File: src/rtl/sprite_pkg.sv
// Shared constants and state encoding for the sprite blitter.
package sprite_pkg;
  localparam int unsigned SPR_W    = 28;
  localparam int unsigned SPR_H    = 30;
  localparam int unsigned SPR_N    = SPR_W * SPR_H;
  localparam int unsigned ADDR_W   = 10;
  localparam int unsigned DATA_W   = 16;
  localparam int unsigned SCREEN_W = 160;
  localparam int unsigned SCREEN_H = 120;
  localparam int unsigned X_W      = 8;
  localparam int unsigned Y_W      = 7;
  localparam int unsigned COL_W    = 5;
  localparam int unsigned ROW_W    = 5;

  localparam int unsigned OPAQUE_BIT   = 0;
  localparam int unsigned COLOUR_LSB   = 1;
  localparam int unsigned COLOUR_MSB   = 3;
  localparam int unsigned COLOUR_W     = COLOUR_MSB - COLOUR_LSB + 1;
  localparam int unsigned DRAIN_CYCLES = 2;

  localparam logic [1:0] ST_IDLE  = 2'd0;
  localparam logic [1:0] ST_FETCH = 2'd1;
  localparam logic [1:0] ST_DRAIN = 2'd2;
  localparam logic [1:0] ST_DONE  = 2'd3;

  typedef enum logic [1:0] {
    IDLE  = ST_IDLE,
    FETCH = ST_FETCH,
    DRAIN = ST_DRAIN,
    DONE  = ST_DONE
  } state_e;
endpackage

File: src/rtl/sprite_addr_gen.sv
// Raster-order column/row/address counters for walking the sprite memory.
module sprite_addr_gen
  import sprite_pkg::*;
(
  input  logic              clk,
  input  logic              reset,
  input  logic              clear,
  input  logic              advance,
  output logic [COL_W-1:0]  col,
  output logic [ROW_W-1:0]  row,
  output logic [ADDR_W-1:0] addr,
  output logic              last
);

  // Address runs alongside col/row so no row*SPR_W multiply is needed.
  always_ff @(posedge clk) begin
    if (reset || clear) begin
      col  <= '0;
      row  <= '0;
      addr <= '0;
      last <= 1'b0;
    end else if (advance) begin
      if (col == COL_W'(SPR_W - 1)) begin
        col <= '0;
        row <= row + ROW_W'(1);
      end else begin
        col <= col + COL_W'(1);
      end
      addr <= addr + ADDR_W'(1);
      last <= (addr == ADDR_W'(SPR_N - 2));
    end
  end

endmodule

File: src/rtl/sprite_blitter.sv
// Streams every sprite word from memory and turns opaque on-screen pixels into VGA plots.
module sprite_blitter
  import sprite_pkg::*;
(
  input  logic                clk,
  input  logic                reset,
  input  logic                start,
  input  logic [X_W-1:0]      x0,
  input  logic [Y_W-1:0]      y0,
  output logic                busy,
  output logic                done,
  output logic [ADDR_W-1:0]   addr_read,
  input  logic [DATA_W-1:0]   pix_in,
  output logic [X_W-1:0]      vga_x,
  output logic [Y_W-1:0]      vga_y,
  output logic [COLOUR_W-1:0] vga_colour,
  output logic                vga_plot
);

  state_e           state;
  logic             drain_cnt;
  logic [X_W-1:0]   x0_q;
  logic [Y_W-1:0]   y0_q;
  logic             accept;
  logic             advance;
  logic [COL_W-1:0] col;
  logic [ROW_W-1:0] row;
  logic             last;

  logic             s1_valid;
  logic [COL_W-1:0] s1_col;
  logic [ROW_W-1:0] s1_row;
  logic [X_W:0]     sum_x;
  logic [Y_W:0]     sum_y;
  logic             on_screen;
  logic             unused_pix_bits;

  assign accept  = (state == IDLE) && start;
  assign advance = (state == FETCH) && !last;

  sprite_addr_gen u_addr_gen (
    .clk     (clk),
    .reset   (reset),
    .clear   (accept),
    .advance (advance),
    .col     (col),
    .row     (row),
    .addr    (addr_read),
    .last    (last)
  );

  // Control FSM; busy/done are registered alongside the state transitions.
  always_ff @(posedge clk) begin
    if (reset) begin
      state     <= IDLE;
      busy      <= 1'b0;
      done      <= 1'b0;
      drain_cnt <= 1'b0;
      x0_q      <= '0;
      y0_q      <= '0;
    end else begin
      done <= 1'b0;
      case (state)
        IDLE: begin
          if (start) begin
            state <= FETCH;
            busy  <= 1'b1;
            x0_q  <= x0;
            y0_q  <= y0;
          end
        end
        FETCH: begin
          if (last) begin
            state     <= DRAIN;
            drain_cnt <= 1'b0;
          end
        end
        DRAIN: begin
          if (drain_cnt == 1'(DRAIN_CYCLES - 1)) begin
            state <= DONE;
            busy  <= 1'b0;
            done  <= 1'b1;
          end else begin
            drain_cnt <= drain_cnt + 1'b1;
          end
        end
        DONE: state <= IDLE;
        default: state <= IDLE;
      endcase
    end
  end

  // Sums carry one extra bit so off-screen positions are detected before truncation.
  assign sum_x     = {1'b0, x0_q} + (X_W + 1)'(s1_col);
  assign sum_y     = {1'b0, y0_q} + (Y_W + 1)'(s1_row);
  assign on_screen = (sum_x < (X_W + 1)'(SCREEN_W)) && (sum_y < (Y_W + 1)'(SCREEN_H));
  assign unused_pix_bits = ^pix_in[DATA_W-1:COLOUR_MSB+1];

  // Stage 1 aligns col/row with the memory read; stage 2 registers the plot.
  always_ff @(posedge clk) begin
    if (reset) begin
      s1_valid   <= 1'b0;
      s1_col     <= '0;
      s1_row     <= '0;
      vga_x      <= '0;
      vga_y      <= '0;
      vga_colour <= '0;
      vga_plot   <= 1'b0;
    end else begin
      s1_valid <= (state == FETCH);
      s1_col   <= col;
      s1_row   <= row;
      vga_plot <= s1_valid && pix_in[OPAQUE_BIT] && on_screen;
      if (s1_valid) begin
        vga_x      <= sum_x[X_W-1:0];
        vga_y      <= sum_y[Y_W-1:0];
        vga_colour <= pix_in[COLOUR_MSB:COLOUR_LSB];
      end
    end
  end

endmodule

File: config.mk
export PLATFORM = sky130hd
export DESIGN_NAME = sprite_blitter
export DESIGN_NICKNAME = d
export VERILOG_FILES = /design/src/rtl/sprite_pkg.sv /design/src/rtl/sprite_addr_gen.sv /design/src/rtl/sprite_blitter.sv
export SDC_FILE = /design/constraint.sdc
export NUM_CORES = 1
export LEC_CHECK = 0
export ABC_AREA = 1
export BUFFER_PORTS_ARGS = -buffer_cell sky130_fd_sc_hd__clkbuf_2
export CAP_MARGIN = 25
export CORE_MARGIN = 2
export CORE_UTILIZATION = 29
export CTS_CLUSTER_SIZE = 20
export DETAILED_ROUTE_END_ITERATION = 16
export GPL_TIMING_DRIVEN = 0
export MAX_ROUTING_LAYER = met4
export SLEW_MARGIN = 30
export SYNTH_ARGS = -nofsm -noshare
export SYNTH_HDL_FRONTEND = slang
export SYNTH_SLANG_ARGS = --single-unit
File: constraint.sdc
create_clock -name clk -period 1.73 [get_ports clk]
set_input_delay 0.2595 -clock clk [delete_from_list [all_inputs] [get_ports clk]]
set_output_delay 0.2595 -clock clk [all_outputs]
set_load 0.01 [all_outputs]
Word-level counts from Yosys, hierarchy flattened
Cells that the tools add are included.
W data, S select, Z words.
{"block": "op_classes", "shifts": 0, "reduce_logical": 16, "magnitude_cmp": 2, "eq_ne": 8, "n_mux": 12, "div_mod_pow": 0, "n_addsub": 6, "bitwise_logic": 1, "multipliers": 0}
{"cell": "$add A10 B1 Y10 const B", "n": 1}
{"cell": "$add A5 B1 Y5 const B", "n": 2}
{"cell": "$eq A10 B10 Y1 const B", "n": 1}
{"cell": "$add A8 B5 Y9", "n": 1}
{"cell": "$lt A9 B8 Y1 const B", "n": 1}
{"cell": "$add A7 B5 Y8", "n": 1}
{"cell": "$lt A8 B7 Y1 const B", "n": 1}
{"cell": "$pmux W2 S4", "n": 1}
{"cell": "$mux W2", "n": 3}
{"cell": "$reduce_and A2 Y1", "n": 3}
{"cell": "$reduce_and A3 Y1", "n": 2}
{"cell": "$eq A5 B5 Y1 const B", "n": 1}
{"cell": "$logic_and A1 B1 Y1", "n": 5}
{"cell": "$mux W1", "n": 5}
{"cell": "$mux W5", "n": 1}
{"cell": "$eq A2 B2 Y1 const B", "n": 2}
{"cell": "$ne A2 B2 Y1 const B", "n": 2}
{"cell": "$pmux W1 S2", "n": 2}
{"cell": "$reduce_bool A2 Y1", "n": 2}
{"cell": "$eq A2 B1 Y1 const B", "n": 1}
{"cell": "$logic_not A2 Y1", "n": 1}
{"cell": "$ne A2 B1 Y1 const B", "n": 1}
{"cell": "$reduce_or A2 Y1", "n": 1}
{"cell": "$add A1 B1 Y1 const B", "n": 1}
{"cell": "other kinds (3)", "n": 3}
{"block": "word_totals", "mem_bits_rw": 0, "rom_bits": 0, "register_bits": 71, "latchBits": 0, "wordCells": 62, "memories": 0}

Logic depth before layout (Yosys ltp)
{"block": "logic_depth", "ltp_word": 4, "depth_mapped": 11, "depth_no_buf": 11}

Modules after synthesis
Synthesis repeated with hierarchy kept, for this count alone.
{"block": "unflattened", "cells_unflattened": 459, "area_unflattened_um2": 3367.0}
{"mod": "sprite_blitter", "seq_area_each_um2": 1001.0, "instances": 1, "cells_each": 319, "area_each_um2": 2331.0}
{"mod": "sprite_addr_gen", "seq_area_each_um2": 420.4, "instances": 1, "cells_each": 140, "area_each_um2": 1036.0}

Worst setup path after synthesis
No wires, ideal clock.
{"block": "synth_timing", "path_type": "reg2reg", "start": "register x0_q[0]", "end": "register vga_plot", "arrival_ps": 1406, "slack_ps": 209, "stages_incl_launch_ff": 10, "n_path_buf": 0, "setup_time_ps": 115, "path_cell_list": "dfxtp_1 > ha_1 > inv_1 > fa_1 > inv_1 > nand4_1 > nand4_1 > nand2_1 > a21oi_1 > nor2_1"}
{"block": "synth_between", "elab_chain_cells": 4}
{"element": "from (decl)", "line_no": "sprite_blitter.sv:22", "rtl": "logic [X_W-1:0] x0_q;"}
{"element": "from (signal assigned)", "line_no": "sprite_blitter.sv:59", "rtl": "x0_q <= '0;"}
{"element": "from (signal assigned)", "line_no": "sprite_blitter.sv:68", "rtl": "x0_q <= x0;"}
{"element": "$add A8 B5 Y9", "line_no": "sprite_blitter.sv:94", "rtl": "assign sum_x = {1'b0, x0_q} + (X_W + 1)'(s1_col);"}
{"element": "$lt A9 B8 Y1", "line_no": "sprite_blitter.sv:96", "rtl": "assign on_screen = (sum_x < (X_W + 1)'(SCREEN_W)) && (sum_y < (Y_W + 1)'(SCREEN_H));"}
{"element": "$logic_and A1 B1 Y1", "line_no": "sprite_blitter.sv:96"}
{"element": "$logic_and A1 B1 Y1", "line_no": "sprite_blitter.sv:113", "rtl": "vga_plot <= s1_valid && pix_in[OPAQUE_BIT] && on_screen;"}
{"element": "to (signal assigned)", "line_no": "sprite_blitter.sv:113"}
{"element": "to (decl)", "line_no": "sprite_blitter.sv:17", "rtl": "output logic vga_plot"}
Every way passes these cells.
A chain may end at the register's enable or synchronous reset.

Final worst setup path
{"block": "layout_timing", "start": "register state[0]", "end": "register x0_q[2]"}
{"block": "layout_between", "elab_chain_cells": 2}
{"element": "from (decl)", "line_no": "sprite_blitter.sv:20", "rtl": "state_e state;"}
{"element": "from (signal assigned)", "line_no": "sprite_blitter.sv:55", "rtl": "state <= IDLE;"}
{"element": "from (signal assigned)", "line_no": "sprite_blitter.sv:66", "rtl": "state <= FETCH;"}
{"element": "from (signal assigned)", "line_no": "sprite_blitter.sv:74", "rtl": "state <= DRAIN;"}
{"element": "$logic_not A2 Y1", "line_no": "sprite_blitter.sv:63", "rtl": "case (state)"}
{"element": "$reduce_and A2 Y1 (no line)"}
Every way passes these cells.

==> reports/metrics.yaml <==
clocking:
  numCtsBuffers: 9
  clock_path_buffers: 2
  clk_pin_slew_ps: 60
  cts_tree: "built"
  root_buffer: "clkbuf_16"
  clock_latency_ps: 330
  htreeDepth: 3
  hold_buffers: 0
  clock-sinks: 71
floorplanning:
  die-area_um2: 12400
  start_util_pct: 29.5
  die_w_um: 111
  die_h_um: 111
  rows: 39
  io_pins: 65
  core-area_um2: 11400
hold_path:
  worstHoldPathCells: 3
  hold_path_class: "input port to flip-flop"
worst_setup_path:
  ff2ff_path_depth: 6
  critPathCaptureType: "flip-flop"
  critPathBufInv: 2
  cp-start-kind: "flip-flop"
  cp_cell_sequence: "inv_1 -> ha_1 -> nand2_1 -> clkbuf_1 -> o21ai_0 -> nor2_1"
  slowest_stage: "clkbuf_1"
  critPathMaxFanout: 10
  crit_family: "buffers and inverters"
  required_ps: 2000
  max_stage_delay_ps: 460
  cp.arrival_ps: 1850
  worstSetupPathType: "flip-flop to flip-flop"
  crit_cells: 6
yosys:
  synthCells: 454
  async_flop_share_pct: 0
  netlist_area_um2: 3350
  synth_largest_area_cell: "dfxtp_1"
  avgSynthCellArea_um2: 7.38
  synth_area_leaders: "dfxtp_1 42%, nand2_1 9.2%, nor2_1 7.8%"
  synth_warnings: 0
  ys_seq_area_share_pct: 42.4
  yosysTopAreaCellShare_pct: 42.4
  ys_ff_latch: 71
  synth_ff_type: "dfxtp_1"
  yosysUniqueCellTypes: 35
  synth_edf_count: 0
  syn_nets: 507
detailed_routing:
  dr_total_vias: 3025
  vias_per_cell: 4.55
  ant_nets: 0
  firstDrtPassIters: 4
  drc: 0
  wl_mm: 7.91
  wl_per_cell_um: 11.9
  drt-initial-drc-count: 140
global_route:
  grt_pass1_wl_mm: 13.2
  grt_max_degree: 12
  grt.total_usage_pct: 13.7
  antenna_found_initial: 0
  grt_pass1_vias: 2900
  grt_remaining_overflow: 0
final_layout:
  layout-drive-gt1-share_pct: 19.5
  area_delta_synth_final_pct: 24.2
  fin_nets: 571
  fin_cells: 665
  num_antenna_cells: 0
  fillerInstances: 1174
power:
  p_int_mw: 3.54
  seq_power_share_pct: 40.1
  power_density_nw_per_um2: 1250
  total_power_mw: 5.19
  combPwrFrac_pct: 24.4
  p_leak_nw: 1.95
  p_sw_mw: 1.66
  clkPwrFrac_pct: 35.5
  ir_drop_mv: 0.688
  sw_frac_of_total_pct: 31.9
sta:
  slew_headroom_pct: 62.7
  final.setup_skew_ps: 6.44
  min_period_ps: 1580
  setup_ws_ps: 149
  hold_violations: 0
  fmaxAchievable_mhz: 632
  setup_viol: 0
  min_period_over_period_pct: 91.4
  worst_slew_pin_slew_ps: 559
  drv_slew: 0
status:
  outcome: "finished clean"
placement:
  port_buffers: 52
  hpwlAfterDp_mm: 5.91
  placed_cells: 649
  finalWeightedCongestion: 0.833
  dp_slack_ps: -47.4
job:
  max_cap_violations: 0
[tightest hold or removal path, stage by stage]
cell	delay, ps
clkbuf_2	80
nor2_1	40
nor2_1	80
[per-layer routing]
layer	track usage, %	wire length, um	vias up
met5	-	0	-
met4	6.17	201	0
met3	4.52	470	20
met2	21.3	3530	78
met1	16.1	3700	1341
li1	-	-	1586
[cell usage after synthesis (all sizes together), types with 2 or more instances]
library cell / n
xor2: 6
nor3: 6
buf: 8
nand3: 19
nand3b: 2
nor4: 2
o211ai: 3
nand4: 12
nor2: 75
clkbuf: 6
a21oi: 31
o21ai: 40
inv: 64
nand2: 83
fa: 2
ha: 17
dfxtp: 71
[cell families after synthesis]
family                   after synthesis  synth area share [%]
adder cells (fa/ha/maj)               19                  7.54
XOR/XNOR                               7                  1.83
AND/OR/NAND/NOR                      200                  26.5
flip-flops                            71                  42.4
buffers and inverters                 78                  9.22
AO/OA/AOI/OAI                         79                  12.5
[stage by stage]
stage	instance area [um2]	util [%]	TNS, ps	hold slack [ps]
CTS	4090	36.0	0	145
global route	4160	36.6	-27.2	172
detailed placement	3790	33.3	-47.4	455
finish	4160	36.6	0	154
global placement	3790	33.3	0	450
floorplan	3350	-	0	394
[final cells by class]
type                            count  area [um2]  area share (%)
Multi-Input combinational cell    305        1690            40.5
Tap cell                          143         179            4.30
Inverter                           64         245            5.89
Timing Repair Buffer               53         268            6.43
Clock buffer                       11         253            6.07
Buffer                             14        65.1            1.56
Sequential cell                    71        1420            34.2
Clock inverter                      4        45.0            1.08
[flip-flops by register name, indices dropped and copies added (netlist names)]
name / cells
busy: 1
done: 1
drain_cnt: 1
s1_col: 5
s1_row: 5
s1_valid: 1
state: 2
u_addr_gen.addr: 10
u_addr_gen.col: 5
u_addr_gen.last: 1
u_addr_gen.row: 5
vga_colour: 3
vga_plot: 1
vga_x: 8
vga_y: 7
x0_q: 8
y0_q: 7
[placed cells by master (no fill, tap or decap), drive strengths merged, types with 12 or more instances in the layout]
master / netlist / routed
a21oi: 31 / 31
clkbuf: 6 / 69
dfxtp: 71 / 71
ha: 17 / 17
inv: 64 / 64
nand2: 83 / 83
nand3: 19 / 19
nand4: 12 / 12
nor2: 75 / 75
o21ai: 40 / 40
[power by group through the flow]
stage	Combinational (mW)	Sequential (mW)	Clock [mW]
3_3_place_gp	1.20	2.09	0
2_1_floorplan	0.822	2.11	0
3_5_place_dp	1.23	2.10	0
4_1_cts	1.24	2.07	1.90
5_1_grt	1.46	2.11	1.96
6_report	1.27	2.08	1.84
[final timing paths]
path	slack (ps)	end	startpoint
max	150	x0_q[2]	state[0]
min	150	vga_colour[0]	pix_in[1]
max reg2reg	150	x0_q[2]	state[0]
min reg2reg	460	u_addr_gen.row[4]	u_addr_gen.row[4]
[timing repair]
| item | CTS | global route |
|---|---|---|
| endpoints found under the setup margin | 1 | 4 |
| setup buffers | 0 | 1 |
| pin swaps | 0 | 3 |
| resized for setup | 3 | 15 |
No activity file was read; power rests on OpenSTA's default activity.
